### src/rtl/morse_pkg.sv
// Shared definitions for the Morse symbol sequencer.
//   state_t          : sequencer FSM states
//   SYM_DOT/SYM_DASH : symbol encoding stored in the letter code
//   MAX_SYMS_DEFAULT : default number of symbols per letter
package morse_pkg;

    typedef enum logic [2:0] {
        IDLE       = 3'd0,
        MARK       = 3'd1,
        SPACE_L    = 3'd2,
        LETTER_OUT = 3'd3,
        SPACE_W    = 3'd4,
        WORD_OUT   = 3'd5
    } state_t;

    localparam logic SYM_DOT  = 1'b0;
    localparam logic SYM_DASH = 1'b1;

    localparam int MAX_SYMS_DEFAULT = 5;

endpackage

### src/rtl/morse_sym_shreg.sv
// Symbol store for one letter: one enabled D flip-flop per symbol slot.
// Ports:
//   clk, reset_n : clock, synchronous active-low reset
//   en           : write sym_bit into slot idx
//   clr          : clear all slots (wins over en)
//   idx          : slot to write (symbol position within the letter)
//   sym_bit      : symbol value (0 = dot, 1 = dash)
//   code         : stored symbols, slot i at bit i
module morse_sym_shreg #(
    parameter int MAX_SYMS = 5,
    parameter int IW       = (MAX_SYMS > 1) ? $clog2(MAX_SYMS) : 1
) (
    input  logic                clk,
    input  logic                reset_n,
    input  logic                en,
    input  logic                clr,
    input  logic [IW-1:0]       idx,
    input  logic                sym_bit,
    output logic [MAX_SYMS-1:0] code
);

    for (genvar i = 0; i < MAX_SYMS; i++) begin : g_slot
        always_ff @(posedge clk) begin
            if (!reset_n || clr) begin
                code[i] <= 1'b0;
            end else if (en && (idx == IW'(i))) begin
                code[i] <= sym_bit;
            end
        end
    end

endmodule

### src/rtl/morse_symbol_sequencer.sv
// Turns the conditioned Morse key into letters and word breaks.
// Marks and spaces are timed in timebase ticks; marks become dots or dashes,
// spaces close a letter (LETTER_GAP ticks) or emit a word break (WORD_GAP).
// Ports:
//   clk, reset_n : clock, synchronous active-low reset
//   tick         : 1-cycle timebase strobe
//   key          : conditioned key, 1 = pressed
//   out_valid    : letter or word break available
//   out_ready    : consumer ready; transfer when out_valid && out_ready
//   out_space    : 1 = word break, 0 = letter
//   out_code     : symbols, first at bit 0, 0 = dot, 1 = dash
//   out_len      : number of valid symbols
//   out_err      : letter had more than MAX_SYMS symbols
//   fsm_state    : current FSM state, for observation
// Output channel: out_valid is raised only together with fresh fields and
// is held, with all fields frozen, until the cycle where out_ready is high.
module morse_symbol_sequencer
    import morse_pkg::*;
#(
    parameter int MAX_SYMS   = MAX_SYMS_DEFAULT,
    parameter int DOT_MAX    = 2,
    parameter int LETTER_GAP = 3,
    parameter int WORD_GAP   = 7
) (
    input  logic                clk,
    input  logic                reset_n,
    input  logic                tick,
    input  logic                key,
    output logic                out_valid,
    input  logic                out_ready,
    output logic                out_space,
    output logic [MAX_SYMS-1:0] out_code,
    output logic [2:0]          out_len,
    output logic                out_err,
    output state_t              fsm_state
);

    localparam int CW = $clog2(WORD_GAP + 1);
    localparam int IW = (MAX_SYMS > 1) ? $clog2(MAX_SYMS) : 1;

    localparam logic [CW-1:0] MARK_SAT = CW'(DOT_MAX + 1);
    localparam logic [CW-1:0] DOT_LIM  = CW'(DOT_MAX);
    localparam logic [CW-1:0] LGAP     = CW'(LETTER_GAP);
    localparam logic [CW-1:0] WGAP     = CW'(WORD_GAP);
    localparam logic [2:0]    LEN_MAX  = 3'(MAX_SYMS);

    state_t state, state_nx;

    logic [CW-1:0]       cnt, cnt_nx;
    logic [CW-1:0]       mark_inc, space_inc, space_nx;
    logic [2:0]          len;
    logic                err;
    logic [MAX_SYMS-1:0] code;
    logic                accept;
    logic                sym_bit;

    // Datapath controls from the output process
    logic sym_en, sym_clr, len_inc, err_set;
    logic load_letter, load_word, out_drop;

    // ------------------------------------------------------------------
    // Counter helpers. Both increments saturate; space_nx is the space
    // count after this cycle (a tick only counts while the key is up).
    // ------------------------------------------------------------------
    always_comb begin
        mark_inc  = (cnt >= MARK_SAT) ? cnt : cnt + 1'b1;
        space_inc = (cnt >= WGAP) ? cnt : cnt + 1'b1;
        space_nx  = (tick && !key) ? space_inc : cnt;
        accept    = out_valid && out_ready;
        sym_bit   = (cnt > DOT_LIM) ? SYM_DASH : SYM_DOT;
    end

    // ------------------------------------------------------------------
    // FSM: state register
    // ------------------------------------------------------------------
    always_ff @(posedge clk) begin
        if (!reset_n) begin
            state <= IDLE;
        end else begin
            state <= state_nx;
        end
    end

    // ------------------------------------------------------------------
    // FSM: next state. Key levels are used as edges: in each state the
    // key is known to have been at the opposite level.
    // ------------------------------------------------------------------
    always_comb begin
        state_nx = state;
        case (state)
            IDLE: begin
                if (key) state_nx = MARK;
            end
            MARK: begin
                if (!key) begin
                    // A zero-tick mark is a glitch: nothing is added
                    if (cnt == '0 && len == 3'd0) state_nx = IDLE;
                    else                          state_nx = SPACE_L;
                end
            end
            SPACE_L: begin
                if (key)                    state_nx = MARK;
                else if (space_nx >= LGAP)  state_nx = LETTER_OUT;
            end
            LETTER_OUT: begin
                // Key is ignored here until the letter is taken
                if (accept) begin
                    if (key)                    state_nx = MARK;
                    else if (space_nx >= WGAP)  state_nx = WORD_OUT;
                    else                        state_nx = SPACE_W;
                end
            end
            SPACE_W: begin
                if (key)                    state_nx = MARK;
                else if (space_nx >= WGAP)  state_nx = WORD_OUT;
            end
            WORD_OUT: begin
                if (accept) state_nx = key ? MARK : IDLE;
            end
            default: state_nx = IDLE;
        endcase
    end

    // ------------------------------------------------------------------
    // FSM: outputs (datapath controls and next counter value)
    // ------------------------------------------------------------------
    always_comb begin
        cnt_nx      = cnt;
        sym_en      = 1'b0;
        sym_clr     = 1'b0;
        len_inc     = 1'b0;
        err_set     = 1'b0;
        load_letter = 1'b0;
        load_word   = 1'b0;
        out_drop    = 1'b0;
        case (state)
            IDLE: begin
                cnt_nx = '0;
            end
            MARK: begin
                if (!key) begin
                    // Key edge wins over a same-cycle tick
                    cnt_nx = '0;
                    if (cnt != '0) begin
                        if (len < LEN_MAX) begin
                            sym_en  = 1'b1;
                            len_inc = 1'b1;
                        end else begin
                            err_set = 1'b1;
                        end
                    end
                end else if (tick) begin
                    cnt_nx = mark_inc;
                end
            end
            SPACE_L: begin
                if (key) begin
                    cnt_nx = '0;
                end else begin
                    cnt_nx = space_nx;
                    if (space_nx >= LGAP) load_letter = 1'b1;
                end
            end
            LETTER_OUT: begin
                cnt_nx = space_nx;
                if (accept) begin
                    sym_clr = 1'b1;
                    if (key) begin
                        cnt_nx   = '0;
                        out_drop = 1'b1;
                    end else if (space_nx >= WGAP) begin
                        load_word = 1'b1;
                    end else begin
                        out_drop = 1'b1;
                    end
                end
            end
            SPACE_W: begin
                if (key) begin
                    cnt_nx = '0;
                end else begin
                    cnt_nx = space_nx;
                    if (space_nx >= WGAP) load_word = 1'b1;
                end
            end
            WORD_OUT: begin
                if (accept) begin
                    cnt_nx   = '0;
                    out_drop = 1'b1;
                end
            end
            default: cnt_nx = '0;
        endcase
    end

    // ------------------------------------------------------------------
    // Tick counter, symbol count and overflow flag
    // ------------------------------------------------------------------
    always_ff @(posedge clk) begin
        if (!reset_n) begin
            cnt <= '0;
            len <= 3'd0;
            err <= 1'b0;
        end else begin
            cnt <= cnt_nx;
            if (sym_clr) begin
                len <= 3'd0;
                err <= 1'b0;
            end else begin
                if (len_inc) len <= len + 3'd1;
                if (err_set) err <= 1'b1;
            end
        end
    end

    morse_sym_shreg #(
        .MAX_SYMS (MAX_SYMS),
        .IW       (IW)
    ) u_shreg (
        .clk     (clk),
        .reset_n (reset_n),
        .en      (sym_en),
        .clr     (sym_clr),
        .idx     (IW'(len)),
        .sym_bit (sym_bit),
        .code    (code)
    );

    // ------------------------------------------------------------------
    // Output registers: loaded once per letter / word break, frozen until
    // accepted so the consumer never sees fields move under out_valid.
    // ------------------------------------------------------------------
    always_ff @(posedge clk) begin
        if (!reset_n) begin
            out_valid <= 1'b0;
            out_space <= 1'b0;
            out_code  <= '0;
            out_len   <= 3'd0;
            out_err   <= 1'b0;
        end else if (load_letter) begin
            out_valid <= 1'b1;
            out_space <= 1'b0;
            out_code  <= code;
            out_len   <= len;
            out_err   <= err;
        end else if (load_word) begin
            out_valid <= 1'b1;
            out_space <= 1'b1;
            out_code  <= '0;
            out_len   <= 3'd0;
            out_err   <= 1'b0;
        end else if (out_drop) begin
            out_valid <= 1'b0;
            out_space <= 1'b0;
            out_code  <= '0;
            out_len   <= 3'd0;
            out_err   <= 1'b0;
        end
    end

    assign fsm_state = state;

endmodule

### config.mk
export PLATFORM = sky130hd
export DESIGN_NAME = morse_symbol_sequencer
export DESIGN_NICKNAME = d
export VERILOG_FILES = /design/src/rtl/morse_pkg.sv /design/src/rtl/morse_sym_shreg.sv /design/src/rtl/morse_symbol_sequencer.sv
export SDC_FILE = /design/constraint.sdc
export NUM_CORES = 1
export LEC_CHECK = 0
export ABC_CLOCK_PERIOD_IN_PS = 2300
export CORE_ASPECT_RATIO = 1.4
export CORE_UTILIZATION = 55
export DETAILED_ROUTE_END_ITERATION = 16
export PLACE_DENSITY = 0.79
export SYNTH_ARGS = -nofsm -noshare
export SYNTH_HDL_FRONTEND = slang
export SYNTH_SLANG_ARGS = --single-unit
### constraint.sdc
create_clock -name clk -period 2.3 [get_ports clk]
set_input_delay 0.46 -clock clk [delete_from_list [all_inputs] [get_ports clk]]
set_output_delay 0.46 -clock clk [all_outputs]
set_load 0.005 [all_outputs]
==> flow_summary.json, run 1 <==
{
  "avgViaCountPerCell": 6.10,
  "fin_crit_sh_pct": 96.7,
  "synthArstFlopShare_pct": 0,
  "synth_area_per_cell_um2": 8.20,
  "ys_seq_elements": 26,
  "clock.fmax_mhz": 450,
  "power_leakage_nw": 0.681,
  "ios": 19,
  "syn_nets": 213,
  "setup_viol": 0,
  "period_needed_ps": 2220,
  "multi_input_area_um2": 1020,
  "crit_path_start_kind": "flip-flop",
  "synthesis.area_um2": 1620,
  "drv_cap": 0,
  "drt_pass1_iterations": 5,
  "die_w_um": 47.9,
  "grt_max_degree": 19,
  "clk_path_buf_depth": 2,
  "grt_pass1_wl_um": 6460,
  "tightest_slew_ps": 648,
  "synth_top_cell_by_area": "dfxtp_1",
  "synth_cells": 198,
  "routedWlPerCell_um": 15.5,
  "start_util_pct": 60.2,
  "maxSlewViolCount": 0,
  "synth-warning-count": 0,
  "ys.flop_type": "dfxtp_1",
  "place_congestion": 0.939,
  "fin_setup_tns_ps": 0,
  "critPathRequiredTime_ps": 2510,
  "arrival_ps": 2440,
  "place_hpwl_um": 3010,
  "synth_edf_count": 0,
  "worst_r2r_path_depth": 6,
  "antenna_found_initial": 0,
  "totalWireLength_um": 4010,
  "cts_tree": "done",
  "drc_errors": 0,
  "whs_path_depth": 2,
  "grt_setup_unrepaired": "no",
  "outcome": "completed",
  "crit_fanout": 9,
  "clkSlewWorstSetupHoldPaths_ps": 140,
  "first_global_vias": 1461,
  "dp.cells": 254,
  "cts_hold_buffers": 0,
  "worstHoldPathType": "flip-flop to flip-flop",
  "track_usage_pct": 28.3,
  "max_slew_margin_pct": 56.4,
  "fp-row-count": 22,
  "areaGrowthSynthToFinish_pct": 18.5,
  "fill_cells": 239,
  "p_total_uw": 826,
  "drtIter0Drc": 41,
  "clk-insertion-delay-late_ps": 330,
  "core_um2": 2700,
  "end_kind": "flip-flop",
  "final_layout_size_suffix_gt1_share_pct": 11.7,
  "h-tree-depth": 1,
  "cts_root_buf": "clkbuf_4",
  "finalHoldViolCount": 0,
  "clkSinkCount": 26,
  "critPathKind": "flip-flop to flip-flop",
  "clock_skew_ps": 4.71,
  "ant_nets": 0,
  "ys_types": 46,
  "antenna_cells": 0,
  "regArea_um2": 520,
  "nets": 238,
  "dieArea_um2": 3170,
  "port_buffers": 18,
  "grt_overflow_total": 0,
  "p_per_area_nw_per_um2": 430,
  "numCtsBuffers": 3,
  "dieHeight_um": 66.3,
  "seq_area_frac_synth_pct": 32.1,
  "netlist_top_cells_area": "dfxtp_1, ha_1, nand2_1, o211ai_1, nor2_1",
  "layout.cells.non_filler": 258,
  "netlist.area_leader.share_pct": 32.1,
  "max-vdd-ir-drop_mv": 0.365,
  "num_vias": 1575
}
## where the power goes
part	internal [mW]	switching, mW
Sequential	0.457	0.00913
Clock	0.0971	0.140
Combinational	0.0480	0.0753
Total	0.602	0.224
## worst paths after layout
kind             start    endpoint  slack, ps
min          out_space   out_space        490
max             cnt[0]  out_len[1]         80
max reg2reg     cnt[0]  out_len[1]         80
min reg2reg  out_space   out_space        490
## worst max-delay path, stage by stage (launching register included)
cell	delay [ps]
dfxtp_1	380
ha_1	230
ha_1	210
or3b_4	410
or3_4	400
a32oi_4	320
o32ai_1	160
## layout make-up
type	instances	area share [%]
sequential	26	27.1
tap	36	2.34
clock buffer	4	1.89
timing repair buffer	28	13.3
multi-input combinational	153	53.3
inverter	11	2.15
## metrics by stage
step	cell area (um^2)	setup WS, ps	utilization, %	hold WS [ps]
finish	1920	75.4	71.3	487
detailed placement	1880	-70.0	69.8	465
floorplan	1620	280	-	437
global placement	1880	-18.0	69.8	463
CTS	1920	109	71.1	492
global route	1920	1.62	71.3	522
## cell usage in the layout (no fill, tap or decap), drive strengths merged, types with 2 or more instances in the layout
cell type / count
nor2b: 3
a31oi: 4
nand2b: 5
nor4b: 2
o32ai: 4
nand3: 8
nand2: 29
a32oi: 2
inv: 11
o21a: 2
mux2i: 2
o31ai: 2
dfxtp: 26
ha: 10
o21ai: 6
and3: 4
buf: 10
o211ai: 9
a21o: 2
a22oi: 3
a21oi: 11
nor3: 9
clkdlybuf4s50: 18
clkbuf: 4
o22ai: 6
nor2: 17
## what timing repair did
action,in CTS,in global routing
setup buffers,0,0
setup endpoints to repair,0,7
gates resized for setup,0,1
## flip-flops by register name, indices dropped and copies added (netlist names)
name / count
cnt: 3
out_space: 1
out_err: 1
len: 3
u_shreg.code: 5
err: 1
out_len: 3
out_code: 5
fsm_state: 3
out_valid: 1
## Yosys cell counts, drive strengths merged (5+ instances only)
cell type and count:
dfxtp 26, o22ai 6, nand2b 5, o21ai 6, nand3 8, ha 10
o211ai 9, inv 11, a21oi 11, nor2 17, nand2 29, nor3 9
## per-layer routing
layer	track usage [%]	up-vias	share of wire, %
met1	32.5	740	42
met4	12.2	0	1.8
met3	5.19	9	3.8
met2	48.5	54	52
met5	0	-	0
li1	-	772	-
## cells by family (layout without fill, tap and decap cells)
group / after synthesis / in the layout / synth area share (%)
compound gates: 58 / 58 / 27.0
buf+inv: 19 / 43 / 5.09
fa+ha+maj: 10 / 10 / 7.71
flops: 26 / 26 / 32.1
simple gates: 83 / 83 / 26.9
mux: 2 / 2 / 1.23
No activity file was read; power rests on OpenSTA's default activity.
==> run 2, diff against run 1 <==
- ABC_CLOCK_PERIOD_IN_PS: 2300 -> not set
==> results of run 2 <==
No change in the layout: final DEF, timing and power equal those of run 1.
==> run 3, diff against run 2 <==
- SYNTH_HIERARCHICAL: not set -> 1
==> run 3 against run 2 <==
Die area shrank 3.7%. Sequential power is 2% lower. Worst hold slack worse by 10 ps. First-iteration DRC count shrank 7.3%. Utilization is 0.45 points higher. Global-route usage shrank 0.55 points. Clock skew is 1.9 ps higher.
==> flow_summary.json, run 3 <==
{
  "regArea_um2": 520,
  "post_cts.repair.setup_buffers": 0,
  "final_layout_size_suffix_gt1_share_pct": 11.5,
  "critical_path.startpoint": "cnt[1]",
  "grt_setup_unrepaired": "no",
  "antenna_cells": 0,
  "drt_pass1_iterations": 4,
  "p_per_area_nw_per_um2": 419,
  "fin_setup_tns_ps": 0,
  "r2r-end": "u_shreg/code[0]",
  "ios": 19,
  "totalWireLength_um": 3850,
  "clk-insertion-delay-late_ps": 320,
  "synth_commonest_cells": "nand2_1, dfxtp_1, nor2_1, inv_1, a21oi_1",
  "dp.cells": 258,
  "max-vdd-ir-drop_mv": 0.394,
  "arrival_ps": 2320,
  "syn_nets": 206,
  "tightest_slew_ps": 432,
  "period_needed_ps": 2060,
  "max_slew_margin_pct": 70.9,
  "clock.fmax_mhz": 486,
  "reg2reg_from": "cnt[1]",
  "areaGrowthSynthToFinish_pct": 22.8,
  "ant_nets": 0,
  "ys_seq_elements": 26,
  "synth_edf_count": 0,
  "synthArstFlopShare_pct": 0,
  "worstHoldEndpoint": "out_code[0]",
  "dpl_worst_slack_ps": 64.8,
  "crit_fanout": 6,
  "drv_cap": 0,
  "antenna_found_initial": 0,
  "grt_pass1_wl_um": 6290,
  "power_leakage_nw": 0.754,
  "num_vias": 1590,
  "hp-start": "u_shreg/code[0]",
  "worstHoldPathType": "flip-flop to flip-flop",
  "synthesis.area_um2": 1560,
  "multi_input_area_um2": 968,
  "setup_viol": 0,
  "die_w_um": 47.0,
  "dieArea_um2": 3060,
  "clkSlewWorstSetupHoldPaths_ps": 140,
  "dieHeight_um": 65.0,
  "crit_path_start_kind": "flip-flop",
  "cts_hold_buffers": 0,
  "netlist.area_leader.share_pct": 33.4,
  "core_um2": 2670,
  "maxSlewViolCount": 0,
  "synth-warning-count": 6,
  "cp_cell_sequence": "inv_1, ha_1, nor2b_1, nor4_1, buf_4, and2b_1, nor4b_2, mux2i_1",
  "fin_crit_sh_pct": 89.5,
  "avgViaCountPerCell": 6.07,
  "h-tree-depth": 1,
  "routedWlPerCell_um": 14.7,
  "cts_root_buf": "clkbuf_4",
  "start_util_pct": 58.4,
  "place_hpwl_um": 3020,
  "grt_overflow_total": 0,
  "synth_cells": 195,
  "place_congestion": 1.00,
  "cts_tree": "done",
  "port_buffers": 18,
  "mostFrequentLayoutCell": "nand2_1",
  "critPathRequiredTime_ps": 2560,
  "clkSinkCount": 26,
  "ys.flop_type": "dfxtp_1",
  "reg2reg_slack_ps": 240,
  "finalHoldViolCount": 0,
  "worst_r2r_path_depth": 8,
  "seq_area_frac_synth_pct": 33.4,
  "drtIter0Drc": 38,
  "netlist_top_cells_area": "dfxtp_1, nand2_1, ha_1, mux2i_1, nand3b_1",
  "final_cell_mix": "nand2_1, dfxtp_1, clkdlybuf4s50_1",
  "first_global_vias": 1454,
  "synth_top_cell_by_area": "dfxtp_1",
  "numCtsBuffers": 3,
  "fp-row-count": 22,
  "end_kind": "flip-flop",
  "grt_max_degree": 17,
  "biggestRegsByFlops": "out_code (5), u_shreg/code (5)",
  "track_usage_pct": 27.8,
  "yosysMostFrequentCell": "nand2_1",
  "nets": 238,
  "clock_skew_ps": 6.62,
  "fill_cells": 222,
  "synth_area_per_cell_um2": 8.00,
  "outcome": "completed",
  "ys_types": 46,
  "placed_area_um2": 1880,
  "layout.cells.non_filler": 262,
  "worst_path_largest_cell_delay_ps": 400,
  "drc_errors": 0,
  "stdcell_area_um2": 1920,
  "clk_path_buf_depth": 2,
  "whs_path_depth": 2,
  "cp_slowest_cell": "dfxtp_1",
  "fin_ws_ps": 241,
  "ctsResizeCount": 0,
  "critPathKind": "flip-flop to flip-flop"
}
[run 3: cell count changes after synthesis, moves of 3 or more]
| cell | before | now |
|---|---|---|
| o211ai_1 | 9 | 1 |
| mux2i_1 | 2 | 6 |
| nor2_1 | 17 | 13 |
| nor3_1 | 7 | 4 |
| nor4_1 | 0 | 3 |
| o21ai_0 | 5 | 8 |
| ha_1 | 10 | 6 |
| and3_1 | 4 | 1 |
| nor2b_1 | 3 | 6 |
| nand3b_1 | 0 | 7 |
| and4bb_1 | 0 | 3 |
[run 3: metrics by stage]
| step | total power [mW] | hold WS, ps | util, % |
|---|---|---|---|
| floorplan | 0.535 | 437 | - |
| finish | 0.804 | 477 | 71.7 |
| global placement | 0.580 | 453 | 70.4 |
| global route | 0.839 | 503 | 71.7 |
| CTS | 0.812 | 480 | 71.7 |
| detailed placement | 0.582 | 461 | 70.4 |
[run 3: final cells by class]
class | instances | share of cell area (%)
Inverter | 10 | 1.96
Multi-Input combinational cell | 151 | 50.6
Sequential cell | 26 | 27.2
Clock buffer | 4 | 1.89
Timing Repair Buffer | 35 | 16.1
Tap cell | 36 | 2.35
[run 3: worst max-delay path, delay by kind of cell, from the launching register on]
family	cells	cell delay, ps
AND/OR/NAND/NOR	4	960
flip-flops	1	400
buffers and inverters	2	250
multiplexers	1	210
adder cells (fa/ha/maj)	1	170
[run 3: how the worst max path moves through the flow]
stage                      end  slack (ps)
2_1_floorplan        out_space         440
4_1_cts        u_shreg/code[0]         260
6_report       u_shreg/code[0]         240
3_3_place_gp        out_len[1]         100
5_1_grt        u_shreg/code[0]         100
3_5_place_dp        out_len[1]          60
[run 3: kinds of logic (layout without fill, tap and decap cells)]
kind of cell,after synthesis,in the layout,synth area share [%]
AO/OA/AOI/OAI,50,50,21.7
XOR/XNOR,3,3,1.68
adder cells (fa/ha/maj),6,6,4.81
buffers and inverters,18,49,4.57
flip-flops,26,26,33.4
multiplexers,7,7,4.57
AND/OR/NAND/NOR,85,85,29.3
[run 3: report_power, final]
part | switching [mW] | internal, mW
clock network | 0.133 | 0.0967
registers | 0.00236 | 0.455
logic | 0.0663 | 0.0505
[run 3: routing by layer]
| metal | vias to the layer above | GRT usage, % | share of wire, % |
|---|---|---|---|
| met3 | 8 | 2.51 | 4.1 |
| met1 | 758 | 32.9 | 41 |
| met4 | 0 | 14.3 | 2.3 |
| met2 | 56 | 47.0 | 52 |
| li1 | 768 | - | - |
| met5 | - | 0 | 0 |
